`src/rtl/cpu_ctrl_pkg.sv`:
```
// Shared definitions for the 4-bit CPU control unit: opcodes, FSM states,
// instruction field positions and the registered control word.
package cpu_ctrl_pkg;

  localparam logic [2:0] OP_LOAD    = 3'b000;
  localparam logic [2:0] OP_MOV     = 3'b001;
  localparam logic [2:0] OP_STORE   = 3'b010;
  localparam logic [2:0] OP_NOP     = 3'b011;
  localparam logic [2:0] OP_ALU_ADD = 3'b100;
  localparam logic [2:0] OP_ALU_SUB = 3'b101;
  localparam logic [2:0] OP_ALU_AND = 3'b110;
  localparam logic [2:0] OP_ALU_OR  = 3'b111;

  localparam int unsigned OP_MSB = 6;
  localparam int unsigned OP_LSB = 4;
  localparam int unsigned RX_MSB = 3;
  localparam int unsigned RX_LSB = 2;
  localparam int unsigned RY_MSB = 1;
  localparam int unsigned RY_LSB = 0;

  typedef enum logic [2:0] {
    S_IDLE = 3'd0,
    S_T1   = 3'd1,
    S_T2   = 3'd2,
    S_T3   = 3'd3,
    S_FIN  = 3'd4
  } state_t;

  typedef struct packed {
    logic       data_in;
    logic       ld_en;
    logic [1:0] ld_sel;
    logic       buf_en;
    logic [1:0] buf_sel;
    logic       store;
    logic       alu_in;
    logic       alu_out;
    logic       alu_open;
    logic       done;
  } ctrl_t;

  function automatic logic is_alu(input logic [2:0] op);
    return op[2];
  endfunction

endpackage

```
`src/rtl/cpu_control_unit_dec.sv`:
```
// Enable-gated 2-to-4 one-hot decoder used for the load and tristate groups.
module dec_2to4 (
  input  logic       en,
  input  logic [1:0] sel,
  output logic [3:0] y
);

  always_comb begin
    y = '0;
    if (en) y[sel] = 1'b1;
  end

endmodule

```
`src/rtl/cpu_control_unit.sv`:
```
// Control FSM for the 4-bit CPU datapath. Outputs are registered (Moore).
// Optional macro CU_BUS_CHECK_EN adds a sticky bus_err monitor output.
module cpu_control_unit
  import cpu_ctrl_pkg::*;
#(
  parameter int unsigned DONE_HOLD = 0
) (
  input  logic       clk,
  input  logic       reset,
  input  logic       run,
  input  logic [6:0] instr,
  output logic       busy,
  output logic [1:0] op_code,
  output logic       data_in,
  output logic       R0_out,
  output logic       R1_out,
  output logic       R2_out,
  output logic       R3_out,
  output logic       R0_buff,
  output logic       R1_buff,
  output logic       R2_buff,
  output logic       R3_buff,
  output logic       Store_out,
  output logic       ALU_in_Ext,
  output logic       ALU_out_Ext,
  output logic       alu_open,
`ifdef CU_BUS_CHECK_EN
  output logic       bus_err,
`endif
  output logic       Done
);

  state_t     state, state_nx, exit_state;
  logic [6:0] ir;
  ctrl_t      ctrl_nx, ctrl_q;
  logic [2:0] op;
  logic [1:0] rx, ry;
  logic [3:0] ld_vec, buf_vec;

  assign op = ir[OP_MSB:OP_LSB];
  assign rx = ir[RX_MSB:RX_LSB];
  assign ry = ir[RY_MSB:RY_LSB];
  assign exit_state = (DONE_HOLD != 0) ? S_FIN : S_IDLE;

  always_ff @(posedge clk or posedge reset) begin
    if (reset) begin
      state  <= S_IDLE;
      ir     <= '0;
      ctrl_q <= '0;
    end else begin
      state  <= state_nx;
      ctrl_q <= ctrl_nx;
      if (state == S_IDLE && run) ir <= instr;
    end
  end

  // The control word is decoded from the current state and registered, so
  // the enables for a phase appear in the cycle after that phase is entered.
  always_comb begin
    state_nx = state;
    ctrl_nx  = '0;
    case (state)
      S_IDLE: if (run) state_nx = S_T1;
      S_T1: begin
        if (is_alu(op)) begin
          ctrl_nx.buf_en  = 1'b1;
          ctrl_nx.buf_sel = rx;
          ctrl_nx.alu_in  = 1'b1;
          state_nx        = S_T2;
        end else begin
          ctrl_nx.done = 1'b1;
          state_nx     = exit_state;
          case (op)
            OP_LOAD: begin
              ctrl_nx.data_in = 1'b1;
              ctrl_nx.ld_en   = 1'b1;
              ctrl_nx.ld_sel  = rx;
            end
            OP_MOV: begin
              ctrl_nx.buf_en  = 1'b1;
              ctrl_nx.buf_sel = ry;
              ctrl_nx.ld_en   = 1'b1;
              ctrl_nx.ld_sel  = rx;
            end
            OP_STORE: begin
              ctrl_nx.buf_en  = 1'b1;
              ctrl_nx.buf_sel = rx;
              ctrl_nx.store   = 1'b1;
            end
            default: ;
          endcase
        end
      end
      S_T2: begin
        ctrl_nx.buf_en  = 1'b1;
        ctrl_nx.buf_sel = ry;
        ctrl_nx.alu_out = 1'b1;
        state_nx        = S_T3;
      end
      S_T3: begin
        ctrl_nx.alu_open = 1'b1;
        ctrl_nx.ld_en    = 1'b1;
        ctrl_nx.ld_sel   = rx;
        ctrl_nx.done     = 1'b1;
        state_nx         = exit_state;
      end
      S_FIN: begin
        ctrl_nx.done = 1'b1;
        if (!run) state_nx = S_IDLE;
      end
      default: state_nx = S_IDLE;
    endcase
  end

  dec_2to4 u_ld_dec  (.en(ctrl_q.ld_en),  .sel(ctrl_q.ld_sel),  .y(ld_vec));
  dec_2to4 u_buf_dec (.en(ctrl_q.buf_en), .sel(ctrl_q.buf_sel), .y(buf_vec));

  assign busy    = (state != S_IDLE);
  assign op_code = busy ? op[1:0] : 2'b00;

  assign data_in     = ctrl_q.data_in;
  assign {R3_out, R2_out, R1_out, R0_out}     = ld_vec;
  assign {R3_buff, R2_buff, R1_buff, R0_buff} = buf_vec;
  assign Store_out   = ctrl_q.store;
  assign ALU_in_Ext  = ctrl_q.alu_in;
  assign ALU_out_Ext = ctrl_q.alu_out;
  assign alu_open    = ctrl_q.alu_open;
  assign Done        = ctrl_q.done;

`ifdef CU_BUS_CHECK_EN
  int   n_drv;
  logic any_load;

  assign n_drv    = $countones({data_in, buf_vec, alu_open});
  assign any_load = (|ld_vec) | Store_out | ALU_in_Ext;

  always_ff @(posedge clk or posedge reset) begin
    if (reset) bus_err <= 1'b0;
    else if (n_drv > 1 || (any_load && n_drv == 0)) bus_err <= 1'b1;
  end
`endif

endmodule

```
`config.mk`:
```
export PLATFORM = sky130hd
export DESIGN_NAME = cpu_control_unit
export DESIGN_NICKNAME = d
export VERILOG_FILES = /design/src/rtl/cpu_ctrl_pkg.sv /design/src/rtl/cpu_control_unit_dec.sv /design/src/rtl/cpu_control_unit.sv
export SDC_FILE = /design/constraint.sdc
export NUM_CORES = 1
export LEC_CHECK = 0
export ABC_AREA = 1
export BUFFER_PORTS_ARGS = -buffer_cell sky130_fd_sc_hd__clkbuf_2
export CAP_MARGIN = 20
export CELL_PAD_IN_SITES_DETAIL_PLACEMENT = 1
export CELL_PAD_IN_SITES_GLOBAL_PLACEMENT = 1
export CORE_MARGIN = 2
export CORE_UTILIZATION = 39
export CTS_CLUSTER_SIZE = 12
export DETAILED_ROUTE_END_ITERATION = 10
export GPL_ROUTABILITY_DRIVEN = 0
export HOLD_SLACK_MARGIN = 0.05
export PLACE_DENSITY = 0.9
export SYNTH_ARGS = -nofsm -noshare
export SYNTH_HDL_FRONTEND = slang
export SYNTH_SLANG_ARGS = --single-unit
```
`constraint.sdc`:
```
create_clock -name clk -period 1.94 [get_ports clk]
set_input_delay 0.194 -clock clk [delete_from_list [all_inputs] [get_ports clk]]
set_output_delay 0.194 -clock clk [all_outputs]
set_load 0.05 [all_outputs]
```
==> run_results.csv, run 1 <==
group,metric,value,unit
run_status,outcome,"finished clean",
yosys,synth_nets,109,
pwr,p_per_area,1820,nW/um^2
detailed_routing,ant_nets,0,
yosys,synth-async-reset-ratio,100,%
detailed_routing,num_vias,726,
setup_path,endpoint,"busy",
hold_path,hp-class,"in -> reg",
yosys,syn_area_per_cell,9.74,sq um
pwr,intPower,0.977,mW
setup_path,r2r_setup_slack,0.44,ns
yosys,synth_most_common_cell,"dfrtp_1",
timing,fin_skew,0.00356,ns
yosys,synth.top_cells.by_count,"dfrtp_1, inv_1, nor2_1, nor3_1, nand2_1",
timing,worst_slew_pin_slew,0.739,ns
placed_design,hpwl,1550,microns
yosys,yosys-top-cells-area,"dfrtp_1, inv_1, ha_1",
timing,finalSetupTns,0,ns
yosys,yosysTopAreaCell,"dfrtp_1",
timing,holdWs,0.108,ns
clock_network,cts_htree_levels,1,
finish,seq_area,526,sq um
clock_network,cts_tree,"yes",
yosys,ys.flop_type,"dfrtp_1",
setup_path,setup.worst_path.end_class,"output port",
finish,fillers,296,
detailed_routing,via_per_inst,4.75,
pwr,p_leak,0.597,nW
die,fp.dieW,52.5,microns
die,rows,17,
timing,setup_violations,0,
timing,slew_headroom,50.7,%
yosys,ys_ff_latch,21,
global_routing,overflow,0,
detailed_routing,wl,1950,microns
timing,setup_slack,0.197,ns
finish,multiInputGateArea,323,sq um
die,dieArea,2750,sq um
finish,area_growth,22.1,%
pwr,pwr-share-comb,52.5,%
yosys,netlist_area,916,sq um
placed_design,pre_cts_slack,0.490,ns
clock_network,cts_buffers,3,
timing,fin_crit_sh,89.8,%
clock_network,clock_latency,0.30,ns
global_routing,grt_max_degree,22,
job,drv_cap,0,
clock_network,path_clk_slew,0.12,ns
placed_design,io_buffers,26,
setup_path,path_max_fanout,5,
detailed_routing,wl_per_cell,12.7,microns
detailed_routing,drc,0,
die,die_h,52.5,microns
timing,fin_crit,1.74,ns
finish,drive_above_1_share,28.0,%
setup_path,regToRegEndpoint,"state[0]",
pwr,power_frac_clock,10.4,%
setup_path,critPathLaunch,"state[0]",
clock_network,cts_sinks,21,
setup_path,start_kind,"register",
pwr,ir_drop,1.21,mV
setup_path,crit_type,"reg -> out",
yosys,synth_edf_count,0,
global_routing,grt_pass1_vias,758,
detailed_routing,dr.first_iter.drc_count,7,
setup_path,cp.required,1.75,ns
timing,rsz0062_at_grt,"no",
clock_network,clockRootBuffer,"clkbuf_4",
setup_path,rr_startpoint,"state[1]",
timing,drv_slew,0,
pwr,switching_share,51.9,%
global_routing,grt_pass1_wl,3380,microns
die,start_util,41.4,%
finish,n_antenna_cell,0,
pwr,seq_power_share,37.1,%
die,core_area,2210,sq um
setup_path,arrival,1.55,ns
global_routing,antenna_found_initial,0,
yosys,synth-seq-area-share,57.4,%
global_routing,grt_usage,17.6,%
yosys,yosysWarnings,0,
yosys,synth_top_area_share,57.4,%
clock_network,cts.path.max_buffers,2,
yosys,synthCells,94,
finish,nets,141,
pwr,power,2.03,mW
setup_path,rr_worst_depth,6,
die,ios,27,
timing,max_freq,0.574,GHz
timing,finalHoldViolations,0,
yosys,ys_types,13,
detailed_routing,dr.pass1.iters,4,
pwr,power.net_switching,1.05,mW
worst min path at each step:
stage	from	end	slack (ns)	cells after the start
after detailed placement	reset	ALU_out_Ext	0.35	2
after global routing	instr[1]	ir[1]	0.1	2
after CTS	instr[0]	ir[0]	0.10	2
final	instr[0]	ir[0]	0.11	2
after global placement	reset	alu_open	0.34	2
after floorplan	reset	ALU_in_Ext	0.17	1
layout make-up:
cell class | count | area share [%]
Clock inverter | 1 | 0.447
Inverter | 18 | 6.04
Clock buffer | 3 | 2.01
Sequential cell | 21 | 47.0
Multi-Input combinational cell | 55 | 28.9
Tap cell | 28 | 3.13
Timing Repair Buffer | 27 | 12.5
repair_timing:
item | in CTS | in global routing
setup buffers | 0 | 0
hold endpoints to repair | 21 | 0
hold buffers | 1 | 0
gates resized for setup | 0 | 0
through the flow:
stage / std cells / cell area (sq um) / utilization [%]
global placement: 148 / 1080 / 48.9
finish: 153 / 1120 / 50.6
detailed placement: 148 / 1080 / 48.9
CTS: 153 / 1120 / 50.6
global route: 153 / 1120 / 50.6
floorplan: 94 / 916 / -
layer usage:
| layer | global-route usage, % | share of wire (%) | up-vias |
|---|---|---|---|
| met5 | 0 | 0 | - |
| met4 | 8.97 | 1.2 | 0 |
| met3 | 2.86 | 4.3 | 4 |
| met2 | 31.5 | 54 | 19 |
| met1 | 19.9 | 41 | 341 |
| li1 | - | - | 362 |
critical path, cell delays in order (launching register included):
cell and delay [ns]:
dfrtp_1 0.44, inv_1 0.11, ha_1 0.29, inv_1 0.13
clkbuf_2 0.29
flip-flops by register name, summed over array words and instances (netlist names):
register / cells
ir: 7
ctrl_q: 6
state: 2
ALU_in_Ext: 1
ALU_out_Ext: 1
Done: 1
Store_out: 1
alu_open: 1
data_in: 1
power groups by stage:
stage	Clock (mW)	Combinational (mW)	Sequential (mW)
floorplan	0	0.696	0.855
global placement	0	1.01	0.743
detailed placement	0	1.06	0.764
CTS	0.214	1.08	0.754
global route	0.239	1.17	0.781
finish	0.211	1.07	0.753
cells by family after synthesis:
kind of cell    Yosys count  share of synthesized area (%)
flops                    21                           57.4
simple gates             33                           15.6
fa+ha+maj                 5                           6.83
buf+inv                  18                           7.38
compound gates           13                           7.92
mux                       4                           4.92
placed cells by master (no fill, tap or decap):
cell,Yosys,final
clkbuf_2,0,26
dfrtp_1,21,21
inv_1,18,18
nor2_1,10,10
nor3_1,10,10
nand2_1,9,9
a21oi_1,7,7
ha_1,5,5
mux2_2,4,4
nand3_1,3,3
o21ai_0,3,3
clkbuf_4,0,3
a21boi_0,2,2
nand2_2,1,1
o31ai_1,1,1
clkinv_2,0,1
dlygate4sd3_1,0,1
(Power assumes the default switching activity.)
==> inputs of run 2 (changes only) <==
Settings changed: CORE_UTILIZATION 39 to 37, PLACE_DENSITY 0.9 to 0.87.
Clock period 1.94 ns to 1.77 ns, I/O delays scaled along.
==> run_results.csv, run 2 (synthesis results as in run 1) <==
group,metric,value,unit
run_status,outcome,"finished clean",
finish,drive_above_1_share,30.5,%
setup_path,cp_slowest_stage_delay,0.44,ns
die,rows,18,
clock_network,path_clk_slew,0.11,ns
setup_path,path_common_cell,"inv_1",
setup_path,path_max_fanout,5,
pwr,p_leak,0.607,nW
placed_design,place_inst,150,
timing,finalSetupTns,0,ns
clock_network,cts_htree_levels,1,
timing,fin_crit,1.65,ns
timing,worst_slew_pin_slew,0.765,ns
clock_network,clock_latency,0.31,ns
finish,final_common_cell,"clkbuf_2",
global_routing,grt_max_degree,22,
setup_path,crit_chain,"inv_1 > ha_2 > inv_1 > clkbuf_2",
global_routing,grt_usage,16.5,%
clock_network,cts.path.max_buffers,2,
setup_path,start_kind,"register",
setup_path,cp_slowest_cell,"dfrtp_1",
timing,max_freq,0.607,GHz
placed_design,placed_cell_area,1080,sq um
die,ios,27,
finish,fin_cells,158,
global_routing,overflow,0,
die,dieArea,2890,sq um
setup_path,endpoint,"busy",
detailed_routing,wl_per_cell,13.4,microns
die,fp.dieW,53.8,microns
global_routing,grt_pass1_wl,3330,microns
setup_path,crit_buf_inv,3,
setup_path,regToRegEndpoint,"ir[2]",
setup_path,cpLargestDelayFamily,"buffers and inverters",
setup_path,crit_cells,4,
placed_design,io_buffers,26,
global_routing,antenna_found_initial,0,
detailed_routing,via_per_inst,4.86,
detailed_routing,wl,2120,microns
timing,finalHoldViolations,0,
finish,largest-register,"ir",
pwr,p_per_area,2010,nW/um^2
die,die_h,53.8,microns
timing,slew_headroom,48.9,%
finish,nets,144,
setup_path,critPathLaunch,"state[1]",
timing,drv_slew,0,
timing,fin_skew,0.00597,ns
setup_path,setup.worst_path.end_class,"output port",
detailed_routing,ant_nets,0,
die,core_area,2410,sq um
finish,area_growth,25.4,%
finish,largest_register_ff_count,7,
die,start_util,38.0,%
pwr,ir_drop,1.33,mV
global_routing,grt_pass1_vias,752,
finish,n_antenna_cell,0,
timing,fin_crit_sh,93.1,%
finish,final_cell_mix,"clkbuf_2, dfrtp_1, inv_1",
detailed_routing,num_vias,768,
detailed_routing,dr.first_iter.drc_count,12,
hold_path,hp-class,"in -> reg",
finish,reg_top3,"ir: 7 flops, ctrl_q: 6 flops, state: 2 flops",
setup_path,rr_startpoint,"state[1]",
finish,fillers,297,
setup_path,cp.required,1.59,ns
setup_path,rr_worst_depth,4,
timing,rsz0062_at_grt,"no",
detailed_routing,dr.pass1.iters,4,
clock_network,clockRootBuffer,"clkbuf_4",
detailed_routing,drc,0,
clock_network,cts_tree,"yes",
clock_network,cts_buffers,3,
setup_path,crit_type,"reg -> out",
timing,setup_violations,0,
job,drv_cap,0,
clock_network,cts_sinks,21,
setup_path,r2r_setup_slack,0.36,ns
finish,stdcell_area,1150,sq um
placed_design,hpwl,1650,microns
setup_path,arrival,1.47,ns
## run 2: cell type report
type	instances	area (sq um)	area share [%]
well taps	30	37.5	3.27
repair buffers	30	165	14.4
multi-input cells	55	325	28.3
clock buffers	4	26.3	2.29
flip-flops and latches	21	527	45.9
inverters	18	67.6	5.88
## run 2: timing repair
item,4_1_cts,5_1_grt
setup endpoints to repair,1,3
setup buffers,0,3
gates resized for setup,1,4
gates cloned,0,0
hold buffers,1,0
endpoints found under the hold margin,21,0
## run 2: through the flow
| step | total power, mW | hold slack, ns | utilization [%] | setup WS [ns] |
|---|---|---|---|---|
| global route | 2.48 | 0.0942 | 47.7 | 0.0470 |
| finish | 2.31 | 0.0998 | 47.7 | 0.122 |
| floorplan | 1.70 | 0.154 | - | 0.108 |
| CTS | 2.26 | 0.0929 | 46.6 | 0.0318 |
| detailed placement | 2.02 | 0.334 | 45.0 | 0.288 |
| global placement | 1.93 | 0.320 | 45.0 | 0.392 |
## run 2: worst register-to-register path, stage by stage (launching register included)
cell and delay, ns:
dfrtp_1 0.42, inv_1 0.12, ha_2 0.23, nand2_2 0.18, mux2_2 0.35
## run 2: power by group
group	switching (mW)	total [mW]	leakage [nW]	internal [mW]
sequential	0.150	0.833	0.263	0.683
clock	0.136	0.224	0.0150	0.0881
combinational	0.893	1.26	0.329	0.364
total	1.18	2.31	0.607	1.14
## run 2: worst min path at each step
stage                  start  depth (start not counted)  slack [ns]          to
finish              instr[2]                          2         0.1       ir[2]
CTS                 instr[3]                          2        0.09       ir[3]
floorplan              reset                          1        0.15  ALU_in_Ext
detailed placement     reset                          2        0.33    alu_open
global placement       reset                          2        0.32    alu_open
global route        instr[2]                          2        0.09       ir[2]
## run 2: metal layers
layer / routed length, microns / global-route usage [%] / vias up / part of all wire [%]
li1: - / - / 366 / -
met1: 797 / 18.4 / 367 / 38
met2: 1150 / 28.5 / 29 / 54
met3: 125 / 2.78 / 6 / 5.9
met4: 46 / 11.5 / 0 / 2.2
met5: 0 / 0 / - / 0
==> inputs of run 3 (changes only) <==
--- a/config.mk
+++ b/config.mk
@@ -14,3 +14,3 @@
 export CORE_UTILIZATION = 37
-export CTS_CLUSTER_SIZE = 12
+export CTS_CLUSTER_SIZE = 25
 export DETAILED_ROUTE_END_ITERATION = 10
==> constraint.sdc (replaced) <==
create_clock -name clk -period 1.77 [get_ports clk]
set_input_delay 0.0885 -clock clk [delete_from_list [all_inputs] [get_ports clk]]
set_output_delay 0.0885 -clock clk [all_outputs]
set_load 0.05 [all_outputs]
==> run_results.csv, run 3 (synthesis results as in run 1) <==
group,metric,value,unit
timing,finalHoldViolations,0,
global_routing,overflow,0,
timing,rsz0062_at_grt,"no",
placed_design,pre_cts_slack,0.303,ns
finish,final_common_cell,"clkbuf_2",
clock_network,clockRootBuffer,"clkbuf_4",
setup_path,setup.worst_path.end_class,"output port",
timing,fin_crit,1.66,ns
detailed_routing,wl_per_cell,13.2,microns
finish,area_growth,28.8,%
global_routing,grt_pass1_vias,823,
finish,reg_top3,"ir: 7 flops, ctrl_q: 6 flops, state: 2 flops",
detailed_routing,num_vias,786,
finish,final_cell_mix,"clkbuf_2, dfrtp_1, inv_1",
finish,n_antenna_cell,0,
timing,setup_violations,0,
timing,max_freq,0.603,GHz
clock_network,clock_latency,0.31,ns
pwr,p_per_area,1900,nW/um^2
die,core_area,2410,sq um
detailed_routing,wl,2130,microns
detailed_routing,drc,0,
timing,slew_headroom,49.1,%
timing,worst_slew_pin_slew,0.762,ns
placed_design,hpwl,1730,microns
timing,setup_slack,0.112,ns
finish,largest_register_ff_count,7,
timing,fin_crit_sh,93.7,%
timing,finalSetupTns,0,ns
setup_path,path_max_fanout,5,
finish,largest-register,"ir",
die,ios,27,
setup_path,arrival,1.57,ns
clock_network,path_clk_slew,0.11,ns
hold_path,hp-class,"in -> reg",
global_routing,grt_usage,17.8,%
detailed_routing,via_per_inst,4.88,
clock_network,cts_tree,"yes",
setup_path,cp.required,1.68,ns
die,start_util,38.0,%
job,drv_cap,0,
global_routing,grt_pass1_wl,3550,microns
placed_design,io_buffers,26,
clock_network,post_cts_buffers,0,
finish,nets,147,
clock_network,cts_buffers,3,
pwr,p_leak,0.619,nW
clock_network,cts_htree_levels,1,
die,die_h,53.8,microns
detailed_routing,dr.pass1.iters,4,
clock_network,cts.path.max_buffers,2,
run_status,outcome,"finished clean",
finish,drive_above_1_share,26.0,%
timing,drv_slew,0,
global_routing,grt_max_degree,22,
die,dieArea,2890,sq um
die,fp.dieW,53.8,microns
detailed_routing,dr.first_iter.drc_count,3,
clock_network,cts_sinks,21,
pwr,ir_drop,1.34,mV
global_routing,antenna_found_initial,0,
setup_path,crit_type,"reg -> out",
die,rows,18,
detailed_routing,ant_nets,0,
timing,fin_skew,0.00293,ns
setup_path,start_kind,"register",
[run 3: critical path, cell delays in order (launching register included)]
cell and delay (ns):
dfrtp_1 0.44, inv_1 0.11, ha_1 0.27, nor2_1 0.15, buf_2 0.28
[run 3: where the power goes]
| part | leakage [nW] | switching, mW | internal (mW) |
|---|---|---|---|
| clock | 0.0150 | 0.143 | 0.0884 |
| sequential | 0.264 | 0.150 | 0.681 |
| combinational | 0.340 | 0.869 | 0.316 |
| total | 0.619 | 1.16 | 1.09 |
[run 3: final cells by class]
cell class,count,area [sq um]
fillers,288,1230
multi-input cells,55,323
repair buffers,33,200
clock buffers,4,26.3
inverters,18,67.6
flip-flops and latches,21,526
well taps,30,37.5
[run 3: path summary, 6_finish.rpt]
kind / endpoint / cells after the start / slack [ns] / start
max: op_code[0] / 4 / 0.11 / state[0]
min: ir[6] / 3 / 0.04 / instr[6]
max reg2reg: ir[1] / 4 / 0.29 / state[0]
min reg2reg: data_in / 1 / 0.49 / ir[4]
max in group asynchronous: ir[1] / 3 / 0.87 / reset
min in group asynchronous: state[0] / 3 / 0.43 / reset
[run 3: through the flow]
stage	utilization [%]	cell area (sq um)	cells	power (mW)	hold WS (ns)
finish	49.0	1180	161	2.25	0.0398
global route	49.0	1180	161	2.40	0.0652
CTS	49.0	1180	161	2.27	0.0521
detailed placement	45.0	1080	150	2.02	0.247
global placement	45.0	1080	150	1.93	0.233
floorplan	-	916	94	1.70	0.0650
[run 3: timing repair]
| action | CTS | global route |
|---|---|---|
| hold endpoints to repair | 27 | 0 |
| setup endpoints to repair | 0 | 1 |
| resized for setup | 0 | 1 |
| hold buffers | 7 | 0 |
[run 3: metal layers]
metal | global-route usage, % | wire [microns]
met3 | 2.50 | 79
met5 | 0 | 0
met1 | 17.4 | 768
met2 | 35.4 | 1230
met4 | 8.97 | 52
